[config.mk]
export PLATFORM = sky130hd
export DESIGN_NAME = univ_shift_reg
export DESIGN_NICKNAME = d
export VERILOG_FILES = /design/src/rtl/univ_shift_reg.sv
export SDC_FILE = /design/constraint.sdc
export NUM_CORES = 1
export LEC_CHECK = 0
export BUFFER_PORTS_ARGS = -buffer_cell sky130_fd_sc_hd__buf_2
export CORE_MARGIN = 3
export CORE_UTILIZATION = 26
export DETAILED_ROUTE_END_ITERATION = 10
export HOLD_SLACK_MARGIN = 0.12
export PLACE_DENSITY = 0.48
export SYNTH_ARGS = -nofsm -noshare
export SYNTH_HDL_FRONTEND = slang
export SYNTH_SLANG_ARGS = --single-unit
[constraint.sdc]
create_clock -name clk -period 2.5 [get_ports clk]
set_input_delay 0.5 -clock clk [delete_from_list [all_inputs] [get_ports clk]]
set_output_delay 0.5 -clock clk [all_outputs]
set_load 0.01 [all_outputs]
[src/rtl/univ_shift_reg.sv]
// univ_shift_reg
//   Universal WIDTH-bit shift register with a burst engine.
//
//   Single-step operations (hold, shift R/L with serial input, rotate R/L,
//   parallel load) execute on any idle cycle where en=1. A start request
//   with a shift/rotate mode launches a burst that repeats that operation
//   for len cycles (clamped to WIDTH), reporting progress on busy and
//   completion with a one-cycle done pulse.
//
// Ports:
//   clk    in   rising-edge clock
//   rst    in   asynchronous active-low reset
//   en     in   run one single-step operation (idle only)
//   mode   in   [2:0] operation select
//   sin    in   serial input bit
//   pin    in   [WIDTH-1:0] parallel load data
//   start  in   burst request (idle only, priority over en)
//   len    in   [CW-1:0] burst length, values above WIDTH clamp to WIDTH
//   pout   out  [WIDTH-1:0] register contents
//   sout   out  last bit shifted or rotated out
//   busy   out  burst in progress
//   done   out  one-cycle pulse after the last burst operation
module univ_shift_reg #(
  parameter int WIDTH = 8,
  localparam int CW = $clog2(WIDTH + 1)
) (
  input  logic             clk,
  input  logic             rst,
  input  logic             en,
  input  logic [2:0]       mode,
  input  logic             sin,
  input  logic [WIDTH-1:0] pin,
  input  logic             start,
  input  logic [CW-1:0]    len,
  output logic [WIDTH-1:0] pout,
  output logic             sout,
  output logic             busy,
  output logic             done
);

  localparam logic [1:0] ST_IDLE = 2'd0;
  localparam logic [1:0] ST_RUN  = 2'd1;
  localparam logic [1:0] ST_DONE = 2'd2;

  localparam logic [2:0] M_HOLD = 3'b000;
  localparam logic [2:0] M_SHR  = 3'b001;
  localparam logic [2:0] M_SHL  = 3'b010;
  localparam logic [2:0] M_ROR  = 3'b011;
  localparam logic [2:0] M_ROL  = 3'b100;
  localparam logic [2:0] M_LOAD = 3'b101;

  localparam logic [CW-1:0] LEN_MAX = CW'(WIDTH);

  logic [1:0]       state_q, state_d;
  logic [CW-1:0]    cnt_q, cnt_d;
  logic [2:0]       op_q, op_d;
  logic [WIDTH-1:0] pout_q, pout_d;
  logic             sout_q, sout_d;

  logic [CW-1:0]    len_clamped;
  logic             burst_mode_ok;
  logic             exec;
  logic [2:0]       exec_op;

  assign len_clamped   = (len > LEN_MAX) ? LEN_MAX : len;
  // Only shift/rotate modes can be bursted; hold/load/reserved fall through to en.
  assign burst_mode_ok = (mode >= M_SHR) && (mode <= M_ROL);

  always_comb begin
    state_d = state_q;
    cnt_d   = cnt_q;
    op_d    = op_q;
    pout_d  = pout_q;
    sout_d  = sout_q;
    exec    = 1'b0;
    exec_op = mode;

    case (state_q)
      ST_IDLE: begin
        if (start && burst_mode_ok) begin
          // Acceptance cycle only latches; the first shift happens in RUN.
          op_d = mode;
          if (len_clamped != '0) begin
            state_d = ST_RUN;
            cnt_d   = len_clamped;
          end else begin
            state_d = ST_DONE;
          end
        end else if (en) begin
          exec    = 1'b1;
          exec_op = mode;
        end
      end
      ST_RUN: begin
        exec    = 1'b1;
        exec_op = op_q;
        cnt_d   = cnt_q - CW'(1);
        if (cnt_q == CW'(1)) begin
          state_d = ST_DONE;
        end
      end
      ST_DONE: begin
        state_d = ST_IDLE;
      end
      default: begin
        state_d = ST_IDLE;
      end
    endcase

    if (exec) begin
      case (exec_op)
        M_SHR: begin
          pout_d = {sin, pout_q[WIDTH-1:1]};
          sout_d = pout_q[0];
        end
        M_SHL: begin
          pout_d = {pout_q[WIDTH-2:0], sin};
          sout_d = pout_q[WIDTH-1];
        end
        M_ROR: begin
          pout_d = {pout_q[0], pout_q[WIDTH-1:1]};
          sout_d = pout_q[0];
        end
        M_ROL: begin
          pout_d = {pout_q[WIDTH-2:0], pout_q[WIDTH-1]};
          sout_d = pout_q[WIDTH-1];
        end
        M_LOAD: begin
          pout_d = pin;
        end
        M_HOLD: begin
          pout_d = pout_q;
        end
        default: begin
          // Reserved encodings behave as hold.
          pout_d = pout_q;
        end
      endcase
    end
  end

  always_ff @(posedge clk or negedge rst) begin
    if (!rst) begin
      state_q <= ST_IDLE;
      cnt_q   <= '0;
      op_q    <= M_HOLD;
      pout_q  <= '0;
      sout_q  <= 1'b0;
    end else begin
      state_q <= state_d;
      cnt_q   <= cnt_d;
      op_q    <= op_d;
      pout_q  <= pout_d;
      sout_q  <= sout_d;
    end
  end

  assign pout = pout_q;
  assign sout = sout_q;
  assign busy = (state_q == ST_RUN);
  assign done = (state_q == ST_DONE);

endmodule

## Word-level counts from Yosys, hierarchy flattened

Index checks and enable logic that the tools add are counted.

| word-level totals | value |
|---|---|
| register bits after elaboration | 18 |
| bits of input ports | 20 |
| output and inout port bits | 11 |
| word-level logic and storage cells | 48 |

| cells by class | value |
|---|---|
| add/sub/neg operators | 1 |
| $lt $le $gt $ge | 3 |
| equality and inequality tests | 11 |
| muxes and demuxes | 14 |
| reductions and logical operators | 14 |

Operators with widths:

| kind | count |
|---|---|
| $pmux 8 s5 | 1 |
| $mux 4 | 3 |
| $pmux 4 s2 | 1 |
| $reduce_and 2->1 | 4 |
| $eq 3x2->1 const B | 2 |
| $eq 3x3->1 const B | 2 |
| $mux 2 | 3 |
| $reduce_bool 5->1 | 1 |
| $eq 4x1->1 const B | 1 |
| $gt 4x4->1 const B | 1 |
| $ne 2x2->1 const B | 2 |
| $pmux 1 s2 | 2 |
| $pmux 2 s2 | 1 |
| $reduce_bool 2->1 | 2 |
| $reduce_bool 4->1 | 1 |
| $reduce_or 2->1 | 2 |
| $sub 4x1->4 const B | 1 |
| $eq 3x1->1 const B | 1 |
| $ge 3x1->1 const B | 1 |
| $le 3x3->1 const B | 1 |
| $mux 3 | 1 |
| $reduce_and 3->1 | 1 |
| $eq 2x1->1 const B | 1 |
| $eq 2x2->1 const B | 1 |
| other kinds (4) | 6 |

## Depth between registers and ports, before layout

| depth | value |
|---|---|
| word-level depth | 6 |
| mapped depth | 7 |
| mapped depth without buffers | 6 |

## Least setup slack after synthesis

Ideal clock, no wire load.

| timing | value |
|---|---|
| kind | flip-flop to flip-flop |
| start point | register state_q[1] |
| end point | register pout_q[0] (netlist: pout[0]) |
| arrival | 1.834 ns |
| path slack | 0.541 ns |
| stages on the path, launching flop included | 7 |
| buffers on the path | 0 |
| cells stage by stage | dfrtp_1 nand2b_4 inv_4 mux2_4 a21bo_4 a221o_1 mux2_4 |

| on the way | value |
|---|---|
| longest elaborated chain between the ends | 5 |
| elaborated cells on any way between the ends | 12 |

Ends and longest elaborated chain:

| what | RTL line | text |
|---|---|---|
| from (decl) | 54 | `logic [1:0] state_q, state_d;` |
| from (signal assigned) | 150 | `state_q <= state_d;` |
| $eq 2x1->1 (*) | n/a |  |
| via busy | 37 | `output logic busy,` |
| $mux 3 | n/a |  |
| $eq 3x3->1 (tied with other cells) | 111 | `case (exec_op)` |
| $reduce_bool 5->1 (no source line) | n/a |  |
| $reduce_and 2->1 (no source line) | n/a |  |
| to (signal assigned) | 153 | `pout_q <= pout_d;` |
| to (decl) | 57 | `logic [WIDTH-1:0] pout_q, pout_d;` |

The timed path passes the listed nets; every way through them passes the cells marked *.
A chain may end at the register's enable or synchronous reset.

## Worst setup path in the final report

| timing | value |
|---|---|
| start point | register state_q[0] |
| end point | register pout_q[2] (netlist: pout[2]) |

| on the way | value |
|---|---|
| longest elaborated chain between the ends | 5 |
| elaborated cells on any way between the ends | 12 |

Ends and longest elaborated chain:

| what | RTL line | text |
|---|---|---|
| $eq 2x1->1 | 78 | `case (state_q)` |
| $mux 3 | n/a |  |
| $eq 3x3->1 (tied with other cells) | 111 |  |
| $reduce_bool 5->1 (no source line) | n/a |  |
| $reduce_and 2->1 (no source line) | n/a |  |

Several ways; a longest one is shown, not always the timed one.

==> summary.md <==
| Metric | Value |
|---|---|
| Max-cap violation count | 0 |
| CTS tree | yes |
| Initial antenna violation count | 0 |
| Mapped Area | 1180 um^2 |
| Clock buffer depth | 2 |
| Largest family of logic cells by synthesized area | compound AO/OA/AOI/OAI gates |
| Ports | 31 |
| Post-synth cell types | 40 |
| Multiplexer share of the synthesized area | 13.1% |
| EDFF count, synth | 0 |
| Hold Buf Count CTS | 0 |
| Clk slew on worst S/H paths | 0.08 ns |
| Post-synth top area share | 38.1% |
| Top FF cell, synth | dfrtp_1 |
| Die Y-Extent | 73.4 um |
| Worst IR drop on VDD | 0.394 mV |
| Placeable Area | 4200 um^2 |
| Post-CTS setup buffer count | 0 |
| Synth top area cells | dfrtp_1 (38%), mux2_2 (7.6%), a221o_1 (5.9%), and3_1 (3.7%), a21oi_1 (3.0%) |
| DR WL/cell | 15.4 um |
| Clk sinks | 18 |
| H-tree Lvls | 1 |
| Register area share after synthesis | 38.1% |
| Worst hold path type | in -> async |
| Max-slew violations | 0 |
| Share of cells above drive strength 1 | 35.8% |
| Fill cells | 435 |
| DRC violations left | 0 |
| Gates resized, CTS repair | 0 |
| Multi-input logic area | 681 um^2 |
| Via count | 1036 |
| Setup Total Neg Slack | 0 ns |
| Worst EP required | 2.65 ns |
| Die area | 5390 um^2 |
| Most frequent cells in the layout | buf_2 (30), dfrtp_1 (18), mux2_2 (8) |
| Antenna Diode Count | 0 |
| XOR/XNOR Fraction of Synth Area | 1.48% |
| P_leak | 0.680 nW |
| Post-route minimum period | 2.17 ns |
| Post-Route Skew | 0.00638 ns |
| Synth async-reset ratio | 100% |
| Grt met3 use | 3.56% |
| Setup crit start | state_q[0] |
| GRT busiest layer | met2 |
| Port buffer count | 30 |
| Drt total wl | 3.06 mm |
| WP data arrival | 2.32 ns |
| First DRT Iteration DRCs | 76 |
| RSZ-0062 raised after global routing | false |
| Pre-antenna DRT Iters | 4 |
| Vias per Instance | 5.23 |
| Crit Path Max Fanout | 12 |
| Synth area leader | dfrtp_1 |
| Post-route ant nets | 0 |
| Crit Path Class | reg -> reg |
| Final period util | 86.9% |
| Yosys warns | 0 |
| Starting Density | 28.1% |
| Compound-gate portion of the synthesized area | 24.0% |
| Hold Vio Cnt, Final | 0 |
| Largest net degree at the start of global routing | 19 |
| Final Util | 34.4% |
| GRT met1 Usage | 17.0% |
| Post-Synth Adder-Cell Area | 2.12% |
| CTS Buf Count | 3 |
| Worst-Skew Late Latency | 0.26 ns |
| Syn avg cell area | 10.3 um^2 |
| Startpoint types | flip-flop |
| Vias in the first global route | 1032 |
| Outcome | completed |
| Seq. cell area | 450 um^2 |
| # setup viols final | 0 |
| Synth Net Count | 137 |
| Design Power | 0.00194 W |
| Met2 Use GR | 19.0% |
| Nets | 171 |
| FMAX | 460 MHz |
| Post-DP HPWL | 2.36 mm |
| Commonest non-fill, non-tap cell in the layout | buf_2 |
| Seq cells post-synth | 18 |
| Root buf cell | clkbuf_8 |
| CP endpoint kind | flip-flop |
| Die width | 73.4 um |
| First-pass GRT wire length | 5.19 mm |
| FP Rows | 23 |
| Slew headroom | 60.5% |
| Gate Count Post-Synth | 115 |
| Gpl congestion | 0.762 |
| Aggregate global-route resource usage | 12.2% |
| Layout area overhead | 22.3% |
| Grt total ovfl | 0 |
| R2r startpoint | state_q[0] |
| Worst-Margin Slew | 0.589 ns |
| PwrDens | 1340 nW/um^2 |
| Synth Area in Simple Gates | 16.8% |
## state kept, by name (all words and copies together), names as in the netlist
name,flops
cnt_q,4
op_q,3
pout,8
sout,1
state_q,2
## logic make-up after synthesis
kind of cell / count (synthesis)
AO/OA/AOI/OAI: 36
AND/OR/NAND/NOR: 33
flip-flops: 18
multiplexers: 13
buffers and inverters: 11
XOR/XNOR: 2
adder cells (fa/ha/maj): 2
## cells in the mapped netlist, types with 2 or more instances
master    count
inv_1         7
a31oi_1       3
xnor2_1       2
nor3b_1       2
a22o_1        2
mux2_2        8
nor2_1        3
ha_1          2
or3_1         3
nand2_1       7
o21ai_0       7
mux2_4        2
and3_1        7
a221o_1       7
a21oi_1       7
clkbuf_1      2
dfrtp_1      18
nand3_1       3
o22a_1        2
## where the power goes
part / leakage, nW / switching, W / internal [W]
Clock: 0.0288 / 0.000106 / 0.000140
Combinational: 0.426 / 0.000581 / 0.000556
Sequential: 0.225 / 0.000128 / 0.000425
Total: 0.680 / 0.000815 / 0.00112
## through the flow
step                setup slack (ns)  hold WS (ns)  std cells  area, um^2
finish                         0.328         0.171        198        1450
global route                   0.177         0.197        198        1450
CTS                            0.325         0.187        198        1450
detailed placement             0.214         0.467        194        1390
global placement               0.241         0.460        194        1390
floorplan                      0.541         0.204        115        1180
## worst paths after layout
kind,slack (ns),cells after the start,to
setup / recovery,0.33,6,pout[2]
hold / removal,0.17,1,pout[4]
setup reg to reg,0.33,6,pout[2]
hold reg to reg,0.50,1,sout
max in group asynchronous,2.02,1,cnt_q[1]
min in group clk,0.50,1,sout
## critical path: stages, from the launching register on
cell      delay, ns
dfrtp_1        0.41
nand2b_4       0.17
inv_4          0.09
o31ai_2        0.50
inv_1          0.16
a31oi_4        0.35
mux2_2         0.39
## final cells by class
| cell class | count | area share, % |
|---|---|---|
| Timing Repair Buffer | 32 | 11.4 |
| Tap cell | 50 | 4.33 |
| Multi-Input combinational cell | 86 | 47.1 |
| Inverter | 8 | 2.25 |
| Clock buffer | 4 | 3.81 |
| Sequential cell | 18 | 31.1 |
## per-layer routing
layer  vias up  routed length, um
met1       490               1430
met2        36               1340
met3         4                256
li1        506                  -
met4         0                 27
met5         -                  0
(Power assumes the default switching activity.)
